**src/rtl/ppu_pkg.sv**
```systemverilog
// rtl/ppu_pkg.sv - PPU mode encoding and default scanline/frame timing constants
package ppu_pkg;

  typedef enum logic [1:0] {
    HBLANK   = 2'd0,
    VBLANK   = 2'd1,
    OAM_SCAN = 2'd2,
    DRAW     = 2'd3
  } PPUState;

  localparam int DEF_DOTS_PER_LINE = 456;
  localparam int DEF_OAM_DOTS      = 80;
  localparam int DEF_MAX_DRAW_DOTS = 289;
  localparam int DEF_VISIBLE_LINES = 144;
  localparam int DEF_TOTAL_LINES   = 154;

endpackage

```
**src/rtl/ppu_stat_irq.sv**
```systemverilog
// rtl/ppu_stat_irq.sv - STAT source select, OR and rising-edge interrupt pulse
module ppu_stat_irq
  import ppu_pkg::*;
(
  input  logic       clk,
  input  logic       clear,
  input  PPUState    mode,
  input  logic       lyc_match,
  input  logic [3:0] sel,
  output logic       irq
);

  logic stat_line;
  logic stat_prev;

  always_comb begin
    stat_line = (sel[0] && (mode == HBLANK))
             || (sel[1] && (mode == VBLANK))
             || (sel[2] && (mode == OAM_SCAN))
             || (sel[3] && lyc_match);
  end

  // A line that stays high across mode changes never re-fires.
  always_ff @(posedge clk) begin
    if (clear) begin
      stat_prev <= 1'b0;
      irq       <= 1'b0;
    end else begin
      stat_prev <= stat_line;
      irq       <= stat_line && !stat_prev;
    end
  end

endmodule

```
**src/rtl/ppu_timing_ctrl.sv**
```systemverilog
// rtl/ppu_timing_ctrl.sv - dot/LY counters, PPU mode sequencing and timing pulses
module ppu_timing_ctrl
  import ppu_pkg::*;
#(
  parameter int DOTS_PER_LINE = DEF_DOTS_PER_LINE,
  parameter int OAM_DOTS      = DEF_OAM_DOTS,
  parameter int MAX_DRAW_DOTS = DEF_MAX_DRAW_DOTS,
  parameter int VISIBLE_LINES = DEF_VISIBLE_LINES,
  parameter int TOTAL_LINES   = DEF_TOTAL_LINES
) (
  input  logic                             clk_in,
  input  logic                             rst_in,
  input  logic                             enable_in,
  input  logic                             draw_done_in,
  input  logic [7:0]                       lyc_in,
  input  logic [3:0]                       stat_sel_in,
  output logic [1:0]                       mode_out,
  output logic [$clog2(TOTAL_LINES)-1:0]   ly_out,
  output logic [$clog2(DOTS_PER_LINE)-1:0] dot_out,
  output logic                             line_start_out,
  output logic                             frame_start_out,
  output logic                             draw_start_out,
  output logic                             draw_overrun_out,
  output logic                             lyc_match_out,
  output logic                             stat_irq_out,
  output logic                             vblank_irq_out
);

  localparam int DOT_W = $clog2(DOTS_PER_LINE);
  localparam int LY_W  = $clog2(TOTAL_LINES);

  localparam logic [DOT_W-1:0] DOT_LAST  = DOT_W'(DOTS_PER_LINE - 1);
  localparam logic [DOT_W-1:0] DRAW_DOT  = DOT_W'(OAM_DOTS);
  localparam logic [DOT_W-1:0] DRAW_LAST = DOT_W'(OAM_DOTS + MAX_DRAW_DOTS - 1);
  localparam logic [LY_W-1:0]  LY_LAST   = LY_W'(TOTAL_LINES - 1);
  localparam logic [LY_W-1:0]  VBL_LINE  = LY_W'(VISIBLE_LINES);

  logic             running, running_n;
  PPUState          mode, mode_n;
  logic [DOT_W-1:0] dot, dot_n;
  logic [LY_W-1:0]  ly, ly_n;
  logic             line_start, line_start_n;
  logic             frame_start, frame_start_n;
  logic             draw_start, draw_start_n;
  logic             overrun, overrun_n;
  logic             vblank_irq, vblank_irq_n;
  logic             lyc_match;
  logic             stat_clear;
  logic             stat_irq;

  always_ff @(posedge clk_in) begin
    if (!rst_in) begin
      running     <= 1'b0;
      mode        <= HBLANK;
      dot         <= '0;
      ly          <= '0;
      line_start  <= 1'b0;
      frame_start <= 1'b0;
      draw_start  <= 1'b0;
      overrun     <= 1'b0;
      vblank_irq  <= 1'b0;
    end else begin
      running     <= running_n;
      mode        <= mode_n;
      dot         <= dot_n;
      ly          <= ly_n;
      line_start  <= line_start_n;
      frame_start <= frame_start_n;
      draw_start  <= draw_start_n;
      overrun     <= overrun_n;
      vblank_irq  <= vblank_irq_n;
    end
  end

  always_comb begin
    running_n     = running;
    mode_n        = mode;
    dot_n         = dot;
    ly_n          = ly;
    line_start_n  = 1'b0;
    frame_start_n = 1'b0;
    draw_start_n  = 1'b0;
    overrun_n     = 1'b0;
    vblank_irq_n  = 1'b0;
    if (!rst_in || !enable_in) begin
      running_n = 1'b0;
      mode_n    = HBLANK;
      dot_n     = '0;
      ly_n      = '0;
    end else if (!running) begin
      // Every enable restarts the frame from the top.
      running_n     = 1'b1;
      mode_n        = OAM_SCAN;
      dot_n         = '0;
      ly_n          = '0;
      line_start_n  = 1'b1;
      frame_start_n = 1'b1;
    end else if (dot == DOT_LAST) begin
      dot_n         = '0;
      ly_n          = (ly == LY_LAST) ? '0 : ly + 1'b1;
      mode_n        = (ly_n < VBL_LINE) ? OAM_SCAN : VBLANK;
      line_start_n  = 1'b1;
      frame_start_n = (ly == LY_LAST);
      vblank_irq_n  = (ly_n == VBL_LINE);
    end else begin
      dot_n = dot + 1'b1;
      if (ly >= VBL_LINE) begin
        mode_n = VBLANK;
      end else begin
        case (mode)
          OAM_SCAN: begin
            if (dot_n == DRAW_DOT) begin
              mode_n       = DRAW;
              draw_start_n = 1'b1;
            end
          end
          DRAW: begin
            // A done arriving on the timeout dot still counts as a clean finish.
            if (draw_done_in) begin
              mode_n = HBLANK;
            end else if (dot == DRAW_LAST) begin
              mode_n    = HBLANK;
              overrun_n = 1'b1;
            end
          end
          default: ;
        endcase
      end
    end
  end

  always_comb begin
    lyc_match        = (8'(ly) == lyc_in);
    stat_clear       = !rst_in || !enable_in || !running;
    mode_out         = mode;
    ly_out           = ly;
    dot_out          = dot;
    line_start_out   = line_start;
    frame_start_out  = frame_start;
    draw_start_out   = draw_start;
    draw_overrun_out = overrun;
    vblank_irq_out   = vblank_irq;
    lyc_match_out    = lyc_match;
    stat_irq_out     = stat_irq;
  end

  ppu_stat_irq u_stat_irq (
    .clk       (clk_in),
    .clear     (stat_clear),
    .mode      (mode),
    .lyc_match (lyc_match),
    .sel       (stat_sel_in),
    .irq       (stat_irq)
  );

endmodule

```
**config.mk**
```make
export PLATFORM = sky130hd
export DESIGN_NAME = ppu_timing_ctrl
export DESIGN_NICKNAME = d
export VERILOG_FILES = /design/src/rtl/ppu_pkg.sv /design/src/rtl/ppu_stat_irq.sv /design/src/rtl/ppu_timing_ctrl.sv
export SDC_FILE = /design/constraint.sdc
export NUM_CORES = 1
export LEC_CHECK = 0
export BUFFER_PORTS_ARGS = -buffer_cell sky130_fd_sc_hd__buf_2
export CAP_MARGIN = 20
export CORE_UTILIZATION = 45
export DETAILED_ROUTE_END_ITERATION = 10
export GPL_ROUTABILITY_DRIVEN = 1
export HOLD_SLACK_MARGIN = 0.12
export PLACE_DENSITY_LB_ADDON = 0.05
export SETUP_SLACK_MARGIN = 0.5
export SYNTH_ARGS = -nofsm -noshare
export SYNTH_HDL_FRONTEND = slang
export SYNTH_SLANG_ARGS = --single-unit
```
**constraint.sdc**
```tcl
create_clock -name clk_in -period 2.15 [get_ports clk_in]
set_input_delay 0.645 -clock clk_in [delete_from_list [all_inputs] [get_ports clk_in]]
set_output_delay 0.645 -clock clk_in [all_outputs]
set_load 0.1 [all_outputs]
```
# --- Yosys cells after proc, flatten, opt, wreduce, memory -nomap -nowiden ---
# Cells that the tools add are included.
totals:
  inputBits: 16
  out_inout_bits: 26
  regBits: 27
  word_cells: 75
op_classes:
  n_bitwise: 5
  eq_ne: 14
  reduce_logical: 24
  muxes: 16
  add_sub_neg: 2
  n_lt_le_gt_ge: 2
op_table:
  columns: ["operator", "n"]
  rows:
  - ["9-bit == test, second input constant", 2]
  - ["8-bit == test, second input constant", 2]
  - ["2-bit 2-to-1 mux", 7]
  - ["5-bit inequality test, second input constant", 2]
  - ["9-bit by 1-bit adder with 9-bit output, second input constant", 1]
  - ["9-bit by 7-bit == test with 1-bit output, second input constant", 1]
  - ["8-bit by 1-bit adder with 8-bit output, second input constant", 1]
  - ["8-bit == test", 1]
  - ["8-bit greater-or-equal comparator, second input constant", 1]
  - ["8-bit < comparator, second input constant", 1]
  - ["8-bit 2-to-1 mux", 1]
  - ["4-bit OR reduction", 2]
  - ["1-bit 2-to-1 mux", 7]
  - ["7-bit OR reduction", 1]
  - ["6-bit inequality test, second input constant", 1]
  - ["3-bit AND reduction", 2]
  - ["6-bit OR reduction", 1]
  - ["1-bit logical AND", 5]
  - ["1-bit logical OR", 5]
  - ["5-bit by 1-bit inequality test with 1-bit output, second input constant", 1]
  - ["1-bit inverter", 5]
  - ["2-bit == test, second input constant", 2]
  - ["1-bit logical NOT", 4]
  - ["4-bit inequality test, second input constant", 1]
  - ["other kinds (6)", 6]

# --- Longest topological paths before layout ---
logic_depth:
  depth_word: 7
  depth_mapped: 8
  depth_no_buf: 7

# --- Hierarchy ---
# A second synthesis with hierarchy kept.
unflattened:
  hier_cells: 190
  hier_area_um2: 1606.5
by_module_without_submodules:
  columns: ["mod", "n_inst", "seq_area_each_um2", "area_each_um2", "cells_per_inst"]
  rows:
  - ["ppu_timing_ctrl", 1, 500.5, 1521.5, 182]
  - ["ppu_stat_irq", 1, 40.0, 85.1, 8]

# --- Worst setup path after synthesis ---
# No wires, ideal clock.
synth_path:
  path_type: "register to output"
  start: "register ly[5], in the netlist ly_out[5]"
  end: "output port lyc_match_out"
  stages_incl_launch_ff: 5
  path_slack_ns: -1.347
  t_arrival_ns: 2.852
  t_required_ns: 1.505
  path_cell_list: "dfxtp_1 > clkbuf_1 > xnor2_1 > nand4_1 > nor2_1"
synth_via:
  elab_chain_len: 1
synth_rtl:
  columns: ["item", "line_no", "text"]
  rows:
  - ["start: declaration", "ppu_timing_ctrl.sv:41", "logic [LY_W-1:0] ly, ly_n;"]
  - ["start signal: assignment", "ppu_timing_ctrl.sv:66", "ly <= ly_n;"]
  - ["8-bit == test", "ppu_timing_ctrl.sv:133", "lyc_match = (8'(ly) == lyc_in);"]
  - ["end: declaration", "ppu_timing_ctrl.sv:24", "output logic lyc_match_out,"]
# No other way between the ends.

# --- Worst setup path after layout ---
layout_path:
  start: "input port lyc_in[1]"
  end: "output port lyc_match_out"
layout_via:
  elab_chain_len: 1
layout_rtl:
  columns: ["item", "line_no", "text"]
  rows:
  - ["start: declaration", "ppu_timing_ctrl.sv:15", "input logic [7:0] lyc_in,"]
  - ["8-bit == test", "ppu_timing_ctrl.sv:133", null]
# No other way between the ends.

==> metrics.log <==
INFO  metric run_status = complete, but fails checks
INFO  metric failed_checks = negative setup slack
INFO  metric portBuffers = just over 40
INFO  metric clock_path_buffers = 2
INFO  metric drv_slew = 0
INFO  metric vias_per_cell = 5.73
INFO  metric cp_slowest_stage_delay = 0.20 ns
INFO  metric gr-usage-all-layers = 22.4%
INFO  metric async_reset_ff_share = 0%
INFO  metric antenna_found_initial = 0
INFO  metric mostFrequentLayoutCell = buf_4
INFO  metric floorplan.die_area = 4010 um^2
INFO  metric drt-total-wl = 5340 um
INFO  metric timing.max_slew.rel_slack = about 66%
INFO  metric firstDrtPassIters = 4
INFO  metric num_clock_sinks = 27
INFO  metric floorplan.die.width = approximately 63 um
INFO  metric crit_path_cell_trace = buf_2, xnor2_2, nand4_1, nor2_4, buf_12
INFO  metric syn_inst = ~200
INFO  metric insertion_delay = 0.27 ns
INFO  metric io-pin-count = 42
INFO  metric post_route_cells_drive_above_1_share = between 50% and 60%
INFO  metric min_path_type = flip-flop to flip-flop
INFO  metric reg2reg_setup_slack = 0.19 ns
INFO  metric preCtsSetupSlack = 0.0702 ns
INFO  metric antenna-diode-count = 0
INFO  metric end_kind = output port
INFO  metric final_core_utilization = 78.0%
INFO  metric max_cap_violations = 0
INFO  metric finalClockSkew = 0.00576 ns
INFO  metric maximum_number_of_pins_on_one_net_before_global_route_repair = 16
INFO  metric finalSetupViolations = 1
INFO  metric worst_r2r_startpoint = ly_out[1]$_SDFFE_PP0P_
INFO  metric vias = 1783
INFO  metric seq_area_frac_synth = 31.9%
INFO  metric min_period = 2.17 ns
INFO  metric gr-usage-met3 = 3.44%
INFO  metric antenna_left = 0
INFO  metric reported_leakage_power = 1.06 nW
INFO  metric yosys_warnings = 0
INFO  metric synth_enable_flop_cells = 0
INFO  metric grt_use_met2 = 35.5%
INFO  metric hold-worst-slack = around 0.41 ns
INFO  metric postSynthRegisterBits = 27
INFO  metric clock_pin_slew_on_the_worst_setup_and_hold_paths = 0.09 ns
INFO  metric crit_reg_reg_endpoint = ly_out[5]$_SDFFE_PP0P_
INFO  metric drc = 0
INFO  metric endpoint_of_the_worst_hold_timing_path = u_stat_irq.irq$_SDFF_PP0_
INFO  metric hold_start = u_stat_irq.stat_prev$_SDFF_PP0_
INFO  metric grt_remaining_overflow = 0
INFO  metric routability_congestion = 0.838
INFO  metric clockRootBuffer = clkbuf_8
INFO  metric effective_utilization_at_floorplan = ~49%
INFO  metric grt_pass1_vias = 1530
INFO  metric postLayoutSetupSlackWorst = -0.0193 ns
INFO  metric pwr_density_cell = about 320 nW/um^2
INFO  metric timing.reg2reg.worst_path_depth = 7
INFO  metric mappedNetlistNets = 225
INFO  metric worst-endpoint-arrival = between 1.5 and 2 ns
INFO  metric final.period_utilization = 101%
INFO  metric layout-area-overhead-vs-synth = 59.6%
INFO  metric cts-htree-levels = 1
INFO  metric die_height = 63.4 um
INFO  metric routed_wire_length_per_instance = 17.2 um
INFO  metric rsz_0062_raised_after_global_routing = true
INFO  metric tritoncts = yes
INFO  metric worst_pin_slew = around 0.51 ns
INFO  metric peak_ir_drop_on_the_vdd_network = between 200 and 250 uV
INFO  metric count_of_filler_cells_inserted_in_the_layout = 234
INFO  metric worst_setup_path_start_kind = primary input
INFO  metric synthesis.area = 1690 um^2
INFO  metric totalNegativeSetupSlack = -0.0193 ns
INFO  metric first_iter_violations = 125
INFO  metric grt_use_met1 = 31.7%
INFO  metric clock.fmax = 0.461 GHz
INFO  metric number_of_stages_on_the_worst_hold_path = 1
INFO  metric placement_rows = 21
INFO  metric top_usage_layer = met2
INFO  metric synthesis.area_per_instance = 8.35 um^2
INFO  metric hpwl_after_detailed_placement = 2970 um
INFO  metric final-hold-violation-count = 0
INFO  metric totalPowerFinal = just under 900 uW
INFO  metric layout.cells.most_common_list = 29 x buf_4, 22 x buf_6, 18 x dfxtp_4
INFO  metric postSynth.topFlopCell = dfxtp_1
INFO  metric timing_worst_setup_path_type = primary input to output port
INFO  metric timing.critical_path.slowest_stage_cell = nand4_1
INFO  metric cp.required = 1.50 ns
INFO  metric core_area = 3470 um^2
INFO  metric cts-buffers-inserted = 3
INFO  metric first_pass_grt_wire_length = roughly 7200 um
INFO  metric synth_cell_types = 51
INFO  metric critPathMaxFanout = 2
INFO  metric nets = 288
==> final cells by class <==
cell class                 count  area (um^2)  area share [%]
clock buffer                   3         41.3            1.53
sequential                    27          609            22.5
clock inverter                 1         5.00           0.185
inverter                      12         47.5            1.76
tap                           46         57.6            2.13
multi-input combinational    150         1280            47.5
timing repair buffer          72          658            24.3
==> power breakdown <==
group / leakage (nW) / internal (mW) / switching, mW
clock: 0.0255 / 0.130 / 0.161
sequential: 0.233 / 0.483 / 0.00573
combinational: 0.800 / 0.0394 / 0.0590
total: 1.06 / 0.653 / 0.226
==> cell usage after synthesis (2+ instances only) <==
master | number | area (um^2)
clkbuf_1 | 4 | 15.0
nor3_1 | 6 | 30.0
buf_2 | 6 | 30.0
xnor2_1 | 15 | 131
nand2_1 | 11 | 41.3
nand4b_1 | 2 | 17.5
nand4_1 | 6 | 37.5
o21ai_2 | 3 | 26.3
and2_1 | 5 | 31.3
inv_1 | 12 | 45.0
nor4b_1 | 4 | 35.0
ha_1 | 6 | 75.1
nand3_1 | 5 | 25.0
and3_1 | 5 | 31.3
a31oi_1 | 4 | 25.0
buf_4 | 3 | 22.5
nor2b_1 | 2 | 12.5
nor3b_1 | 2 | 15.0
nor2_1 | 18 | 67.6
or3_1 | 2 | 12.5
buf_6 | 2 | 22.5
a21o_1 | 6 | 45.0
nand3b_1 | 4 | 30.0
mux2i_1 | 2 | 20.0
dfxtp_1 | 27 | 541
o21ai_0 | 6 | 30.0
a21oi_1 | 9 | 45.0
nor4_1 | 3 | 18.8
==> registers in the layout, summed over array words and instances, names as in the netlist <==
| name | count |
|---|---|
| u_stat_irq.stat_prev | 1 |
| running | 1 |
| frame_start_out | 1 |
| ly_out | 8 |
| vblank_irq_out | 1 |
| u_stat_irq.irq | 1 |
| dot_out | 9 |
| mode_out | 2 |
| line_start_out | 1 |
| draw_overrun_out | 1 |
| draw_start_out | 1 |
==> critical path, delay by kind of cell <==
| kind | cells | cell delay (ns) |
|---|---|---|
| AND/OR/NAND/NOR | 2 | 0.38 |
| buffers and inverters | 2 | 0.31 |
| XOR/XNOR | 1 | 0.18 |
==> timing repair <==
| action | 4_1_cts | 5_1_grt |
|---|---|---|
| cloned | 1 | 0 |
| hold buffers | 0 | 0 |
| setup endpoints to repair | 33 | 27 |
| setup buffers | 18 | 9 |
| resized for setup | 66 | 39 |
| pin swaps | 19 | 18 |
==> worst max-delay path by stage <==
stage,startpoint,end,cells past startpoint
floorplan,ly_out[5]$_SDFFE_PP0P_,lyc_match_out,4
detailed placement,lyc_in[1],lyc_match_out,5
finish,lyc_in[1],lyc_match_out,5
CTS,lyc_in[4],lyc_match_out,5
global route,lyc_in[1],lyc_match_out,5
global placement,lyc_in[0],lyc_match_out,5
==> kinds of logic after synthesis <==
kind of cell	count (synthesis)	share of synthesized area [%]
and+or+nand+nor	85	30.1
AOI/OAI and AO/OA	39	15.5
buffers and inverters	27	7.98
DFF	27	31.9
xor gates and xnor gates	16	8.27
adders and majority gates	6	4.43
muxes	3	1.85
==> per-stage QoR <==
step / instance area, um^2 / cells
after CTS: 2470 / 302
after detailed placement: 2030 / 279
after floorplan: 1850 / 203
final: 2700 / 311
after global placement: 2030 / 279
after global routing: 2700 / 311
==> routing by layer <==
layer	part of all wire (%)	up-vias
li1	-	849
met2	50	70
met4	1.6	0
met5	0	-
met1	44	856
met3	4.9	8
(Power assumes the default switching activity.)
